==> src/rtl/nninterp_mc.sv <==
// Multi-channel nearest-neighbour rate converter driven by a shared phase accumulator.
// Define NNINTERP_MC_ROUND_EN to pick the nearer of the previous/current sample on each carry.
module nninterp_mc #(
  parameter int INW     = 16,
  parameter int NCHAN   = 2,
  parameter int CTRBITS = 32
) (
  input  logic                   i_clk,
  input  logic                   i_areset_n,
  input  logic                   i_ce,
  input  logic [CTRBITS-1:0]     i_step,
  input  logic                   i_sync,
  input  logic [NCHAN*INW-1:0]   i_data,
  output logic                   o_ce,
  output logic [NCHAN*INW-1:0]   o_data,
  output logic [CTRBITS-1:0]     o_phase
);

  typedef enum logic {
    EMPTY  = 1'b0,
    PRIMED = 1'b1
  } state_t;

  state_t                 state_q, state_d;
  logic [CTRBITS-1:0]     counter_q, counter_d;
  logic                   ce_q, ce_d;
  logic [NCHAN*INW-1:0]   data_q, data_d;
  logic [CTRBITS-1:0]     phase_q, phase_d;

  logic [CTRBITS:0]       acc;
  logic                   carry;
  logic [CTRBITS-1:0]     sum;
  logic [NCHAN*INW-1:0]   sel_data;

  assign acc   = {1'b0, counter_q} + {1'b0, i_step};
  assign carry = acc[CTRBITS];
  assign sum   = acc[CTRBITS-1:0];

`ifdef NNINTERP_MC_ROUND_EN
  logic [NCHAN*INW-1:0]   prev_q, prev_d;

  // Upper half of the post-carry phase means the output instant lies closer to the older sample.
  genvar gi;
  generate
    for (gi = 0; gi < NCHAN; gi++) begin : g_lane
      assign sel_data[gi*INW +: INW] = (sum[CTRBITS-1] && (state_q == PRIMED))
                                       ? prev_q[gi*INW +: INW]
                                       : i_data[gi*INW +: INW];
    end
  endgenerate

  always_comb begin
    prev_d = prev_q;
    if (i_ce) prev_d = i_data;
  end

  always_ff @(posedge i_clk or negedge i_areset_n) begin
    if (!i_areset_n) prev_q <= '0;
    else             prev_q <= prev_d;
  end
`else
  assign sel_data = i_data;
`endif

  always_comb begin
    state_d   = state_q;
    counter_d = counter_q;
    ce_d      = 1'b0;
    data_d    = data_q;
    phase_d   = phase_q;
    if (i_ce) begin
      // The sync sample itself becomes valid history, so the lane is primed straight away.
      state_d = PRIMED;
      if (i_sync) begin
        counter_d = '0;
        ce_d      = 1'b1;
        data_d    = i_data;
        phase_d   = '0;
      end else begin
        counter_d = sum;
        if (carry) begin
          ce_d    = 1'b1;
          data_d  = sel_data;
          phase_d = sum;
        end
      end
    end
  end

  always_ff @(posedge i_clk or negedge i_areset_n) begin
    if (!i_areset_n) begin
      state_q   <= EMPTY;
      counter_q <= '0;
      ce_q      <= 1'b0;
      data_q    <= '0;
      phase_q   <= '0;
    end else begin
      state_q   <= state_d;
      counter_q <= counter_d;
      ce_q      <= ce_d;
      data_q    <= data_d;
      phase_q   <= phase_d;
    end
  end

  assign o_ce    = ce_q;
  assign o_data  = data_q;
  assign o_phase = phase_q;

endmodule

==> config.mk <==
export PLATFORM = sky130hd
export DESIGN_NAME = nninterp_mc
export DESIGN_NICKNAME = d
export VERILOG_FILES = /design/src/rtl/nninterp_mc.sv
export SDC_FILE = /design/constraint.sdc
export NUM_CORES = 1
export LEC_CHECK = 0
export ABC_AREA = 1
export CAP_MARGIN = 20
export CORE_MARGIN = 4
export CORE_UTILIZATION = 52
export DETAILED_ROUTE_END_ITERATION = 16
export PLACE_DENSITY = 0.86
export SLEW_MARGIN = 5
export SYNTH_ARGS = -nofsm -noshare
export SYNTH_HDL_FRONTEND = slang
export SYNTH_SLANG_ARGS = --single-unit
export TNS_END_PERCENT = 20
==> constraint.sdc <==
create_clock -name i_clk -period 2.5 [get_ports i_clk]
set_clock_uncertainty 0.05 [all_clocks]
set_input_delay 0.375 -clock i_clk [delete_from_list [all_inputs] [get_ports i_clk]]
set_output_delay 0.375 -clock i_clk [all_outputs]
set_load 0.01 [all_outputs]
==> results.cfg, run 1 <==
[status]
status = complete, no violations

[sta]
finalCritPeriodShare_pct = 96.3
min_period_ns = 2.41
slew_headroom_pct = 47.4
finalMaxSlewViolations = 0
worstMarginPinSlew_ns = 0.789
setup_ws_ns = 0.0913
setup_viol = 0
hold_viol = 0
fmax_mhz = 415

[logic_synthesis]
synth.area.top_cells = dfrtp_1 39%, nand2_1 27%, inv_1 7.4%
synth_top_area_share_pct = 39.3
ys_types = 28
synth_seq_cells = 97
syn_area_per_cell_um2 = 6.67
ys_warn_count = 0
syn_nets = 1027
postSynthCellCount = 926
ys_seq_area_share_pct = 39.3
synth_top_cell_by_area = dfrtp_1
synth_area_mm2 = 0.00617

[floorplan]
io_pins = 133
std_cell_rows = 39
die_x_um = 117
dieArea_mm2 = 0.0137
core_region_area_mm2 = 0.0115
die_h_um = 117
start_util_pct = 53.6

[cells_and_area]
seqCellArea_mm2 = 0.00243
diodes = 0
area_growth_pct = 41.4
drive_gt1_share_pct = 11.3
fin_area_mm2 = 0.00873
num-fill-cells = 879
multiInputGateArea_mm2 = 0.00319
nets = 1236
instances_no_fill = 1283

[power]
power_leakage_uw = 0.00476
powerDensity_mw_per_mm2 = 846
peakVddDrop_mv = 0.553

[worst_setup_path]
cp_cell_sequence = clkdlybuf4s50_1 > ha_2 > inv_1 > fa_2 > inv_2 > nand3_1 > nand3_2 > nand2_1 > nand2_2 > nand2_1 > nand2_2 > nand2_2 > nand3_4 > nand2_8 > clkinv_8 > clkbuf_16 > nand2_1 > nand2_1
crit_buf_inv = 5
cp_max_fo = 16
reg2reg_from = counter_q[10]
r2r_setup_slack_ns = 0.16
cpPeakStageDelay_ns = 0.46
r2r_end = o_data[14]
critPathRequiredTime_ns = 2.75
crit_family = buffers and inverters
crit_slowest_cell = clkdlybuf4s50_1
cp.arrival_ns = 2.66
cp_common_cell = nand2_1
end_kind = flip-flop
critical_path_class = in -> reg
start_kind = input port
reg2reg_depth = 16

[clock_network]
holdBufCountCts = 0
clkTransAtPathRegs_ns = 0.08
clock-root-buffer = clkbuf_16
cts_tree = done
cts_max_level = 3
cts_buffers = 9
insertion_delay_ns = 0.36
clock_sinks = 97
clk_path_buf_depth = 2

[grt]
grt_max_degree = 63
overflow = 0
grt_pass1_vias = 6190
antenna_found_initial = 0
grt_usage_pct = 27.7
grt_pass1_wl_mm = 29.4

[route]
remaining_drc_errors = 0
wl_per_cell_um = 15.8
via_per_inst = 5.09
drtIter0Drc = 518
drtAntennaViolNets = 0
vias = 6525
dr.pass1.iters = 5
drt-total-wl_mm = 20.3

[run]
drv_cap = 0

[placement]
portBuffers = 132
dp_hpwl_mm = 14.5
placed_area_mm2 = 0.00815
gp_congestion = 0.977
dpl.cell_count = 1256
post-place-ws_ns = -0.270

[worst_hold_path]
holdCritPathClass = in -> async
cells in the final DEF (no fill, tap or decap), drive strengths merged:
master	netlist	layout
ha	32	32
a21oi	35	35
nand3	41	41
nand4	5	5
o21bai	1	1
xnor2	1	1
and3	4	4
buf	11	81
clkdlybuf4s50	0	131
o21ai	53	53
inv	123	125
and2	6	6
or2	3	3
a21o	1	1
nand3b	2	2
fa	1	1
clkinv	1	4
clkinvlp	0	1
nor3	4	4
clkbuf	11	17
nand2	439	440
nor2	55	55
dfrtp	97	97
stage by stage:
step / TNS [ns] / power, uW / util, % / hold slack, ns
3_5_place_dp: -16.81 / 5780 / 70.8 / 0.414
4_1_cts: 0 / 7200 / 73.4 / 0.0772
2_1_floorplan: 0 / 4060 / - / 0.0294
6_report: 0 / 7390 / 75.8 / 0.0543
5_1_grt: -0.226 / 7900 / 75.8 / 0.122
3_3_place_gp: -12.64 / 5690 / 70.8 / 0.412
cell type report:
class / instances / area share [%]
Clock inverter: 6 / 0.673
Clock buffer: 10 / 2.74
Inverter: 124 / 5.47
Multi-Input combinational cell: 684 / 36.5
Sequential cell: 97 / 27.8
Tap cell: 143 / 2.05
Timing Repair Buffer: 219 / 24.8
cell usage after synthesis:
master / number
nand2_1: 436
dfrtp_1: 97
nand3b_1: 2
nand4_1: 5
nor3_1: 4
o21ai_2: 5
nor2_2: 3
a21oi_1: 35
buf_4: 5
a21o_1: 1
o21ai_1: 4
or2_2: 3
ha_1: 32
o21bai_1: 1
inv_1: 122
clkbuf_1: 11
nand3_1: 39
nand2_2: 3
clkinv_1: 1
nor2_1: 52
buf_6: 6
and3_1: 4
o21ai_0: 44
inv_2: 1
fa_1: 1
and2_1: 6
xnor2_1: 1
nand3_2: 2
report_power, final:
part           switching (uW)  internal [uW]  leakage [uW]
Combinational            1980           1740       0.00338
Clock                     676            724      0.000143
Sequential                262           2010       0.00124
metal layers:
metal  share of wire (%)  track usage (%)  vias to the layer above
li1                    -                -                     3273
met1                  42             34.9                     2983
met3                 5.3             4.06                       50
met2                  50             47.7                      219
met4                 3.4             11.3                        0
met5                   0                0                        -
worst max-delay path by stage:
stage,end,cells after the start,start
2_1_floorplan,o_data[21],17,i_step[0]
3_3_place_gp,o_phase[31],17,i_step[0]
3_5_place_dp,o_data[18],17,i_step[0]
4_1_cts,o_data[16],18,i_step[0]
5_1_grt,o_data[14],17,i_step[10]
6_report,o_data[14],18,i_step[0]
registers in the layout, indices dropped and copies added (netlist names):
signal / flops
o_data: 32
o_phase: 32
o_ce: 1
counter_q: 32
cells by family after synthesis:
group           count (synthesis)  share of synthesized area, %
simple gates                  559                          36.2
xor+xnor                        1                         0.142
buf+inv                       146                          9.91
fa+ha+maj                      33                          6.81
compound gates                 90                          7.68
flops                          97                          39.3
timing repair:
action,CTS,global route
gates resized for setup,0,17
buffers inserted,0,1
setup endpoints to repair,0,62
Power figures use the tool's default switching activity.
==> inputs of run 2 (changes only) <==
--- a/config.mk
+++ b/config.mk
@@ -10,7 +10,7 @@
 export CORE_MARGIN = 4
 export CORE_UTILIZATION = 52
 export DETAILED_ROUTE_END_ITERATION = 16
-export PLACE_DENSITY = 0.86
+export PLACE_DENSITY = 0.82
 export SLEW_MARGIN = 5
 export SYNTH_ARGS = -nofsm -noshare
 export SYNTH_HDL_FRONTEND = slang
==> run 2 against run 1 <==
Largest cell class unchanged; critical endpoint is now o_data[26]; wire length shrank 8.1%; critical path depth is the same; die area is the same; worst setup slack gained 0.014 ns; sequential power is essentially flat; cell count is essentially flat.
==> results.cfg, run 2 (same netlist as run 1, synthesis figures left out) <==
[floorplan]
core_region_area_mm2 = 0.0115
start_util_pct = 53.6
std_cell_rows = 39
die_h_um = 117
dieArea_mm2 = 0.0137
die_x_um = 117
io_pins = 133

[sta]
rsz0062_at_grt = true
finalMaxSlewViolations = 0
hold_viol = 0
setup_viol = 0
worstMarginPinSlew_ns = 0.564
fmax_mhz = 418
fin_tns_setup_ns = 0
finalCritPeriodShare_pct = 95.8
min_period_ns = 2.39
slew_headroom_pct = 62.4

[placement]
portBuffers = 132
dp_hpwl_mm = 14.5
dpl.cell_count = 1265
gp_congestion = 0.987

[power]
power_leakage_uw = 0.00469
total_power_uw = 7250
peakVddDrop_mv = 0.541
powerDensity_mw_per_mm2 = 847

[clock_network]
cts_max_level = 3
clkTransAtPathRegs_ns = 0.08
cts_buffers = 9
clock_sinks = 97
cts_tree = done
insertion_delay_ns = 0.36
clock-root-buffer = clkbuf_16
clk_path_buf_depth = 2

[route]
drtAntennaViolNets = 0
dr.pass1.iters = 5
wl_per_cell_um = 14.5
vias = 6415
drt-total-wl_mm = 18.6
via_per_inst = 5.00
drtIter0Drc = 463
remaining_drc_errors = 0

[worst_setup_path]
start_kind = input port
cp_max_fo = 45
end_kind = flip-flop
setup.worst_path.start = i_step[0]
cp.arrival_ns = 2.64
critical_path_class = in -> reg
reg2reg_from = counter_q[0]
critPathRequiredTime_ns = 2.74

[cells_and_area]
mostFrequentLayoutCell = nand2_1
drive_gt1_share_pct = 11.2
nets = 1235
instances_no_fill = 1282
num-fill-cells = 955
area_growth_pct = 38.5
diodes = 0
final_cell_mix = 434 x nand2_1, 131 x clkdlybuf4s50_1, 122 x inv_1, 97 x dfrtp_1, 84 x buf_4

[grt]
antenna_found_initial = 0
grt_max_degree = 61
grt_usage_pct = 27.5
grt_pass1_wl_mm = 29.4
grt_pass1_vias = 6282
overflow = 0

[worst_hold_path]
holdCritPathClass = reg -> reg
hold_path.startpoint = o_phase[12]

[status]
status = complete, no violations

[run]
drv_cap = 0
## run 2: report_power, final
group	switching, uW	total (uW)	leakage (uW)	internal [uW]
Sequential	261	2270	0.00124	2010
Clock	670	1400	0.000144	725
Combinational	1910	3580	0.00331	1680
## run 2: critical path, stage by stage
cell             delay, ns
clkdlybuf4s50_1       0.47
ha_2                  0.18
inv_1                 0.05
fa_1                  0.35
inv_1                 0.08
nand3_1               0.08
nand3_2               0.08
nand2_1               0.06
nand2_2               0.08
nand2_1               0.07
nand2_2               0.07
nand2_1               0.06
nand3_2               0.08
nand2_4               0.07
inv_2                 0.08
buf_12                0.20
nand2_1               0.09
nand2_1               0.07
## run 2: per-stage QoR
step | hold slack, ns | instance area, um^2 | setup WS (ns) | utilization, %
2_1_floorplan | 0.0294 | 6170 | 0.301 | -
3_3_place_gp | 0.345 | 8210 | -0.244 | 71.3
3_5_place_dp | 0.348 | 8210 | -0.260 | 71.3
4_1_cts | 0.438 | 8520 | 0.104 | 74.0
5_1_grt | 0.452 | 8550 | -0.0151 | 74.3
6_report | 0.434 | 8550 | 0.106 | 74.3
## run 2: what timing repair did
item,in CTS,in global routing
setup buffers,0,0
hold endpoints to repair,40,0
hold buffers,1,0
endpoints found under the setup margin,0,22
resized for setup,0,8
## run 2: worst paths after layout
check	endpoint	slack [ns]	depth (start not counted)
max in group asynchronous	o_data[18]	1.27	3
min in group asynchronous	counter_q[6]	0.51	2
setup / recovery	o_data[26]	0.11	18
hold reg to reg	o_phase[12]	0.43	2
hold / removal	o_phase[12]	0.43	2
setup reg to reg	o_data[26]	0.21	17
## run 2: metal layers
metal | routed length [um] | part of all wire (%) | vias up | GRT usage, %
li1 | - | - | 3259 | -
met1 | 7790 | 42 | 2881 | 34.5
met2 | 9130 | 49 | 232 | 47.4
met3 | 1090 | 5.8 | 43 | 3.86
met4 | 639 | 3.4 | 0 | 12.0
met5 | 0 | 0 | - | 0
## run 2: layout make-up
type,instances,area (um^2),area share [%]
Multi-Input combinational cell,683,3170,37.1
Sequential cell,97,2430,28.4
Timing Repair Buffer,219,2010,23.5
Inverter,124,465,5.44
Clock buffer,10,239,2.79
Tap cell,143,179,2.09
Clock inverter,6,61.3,0.717
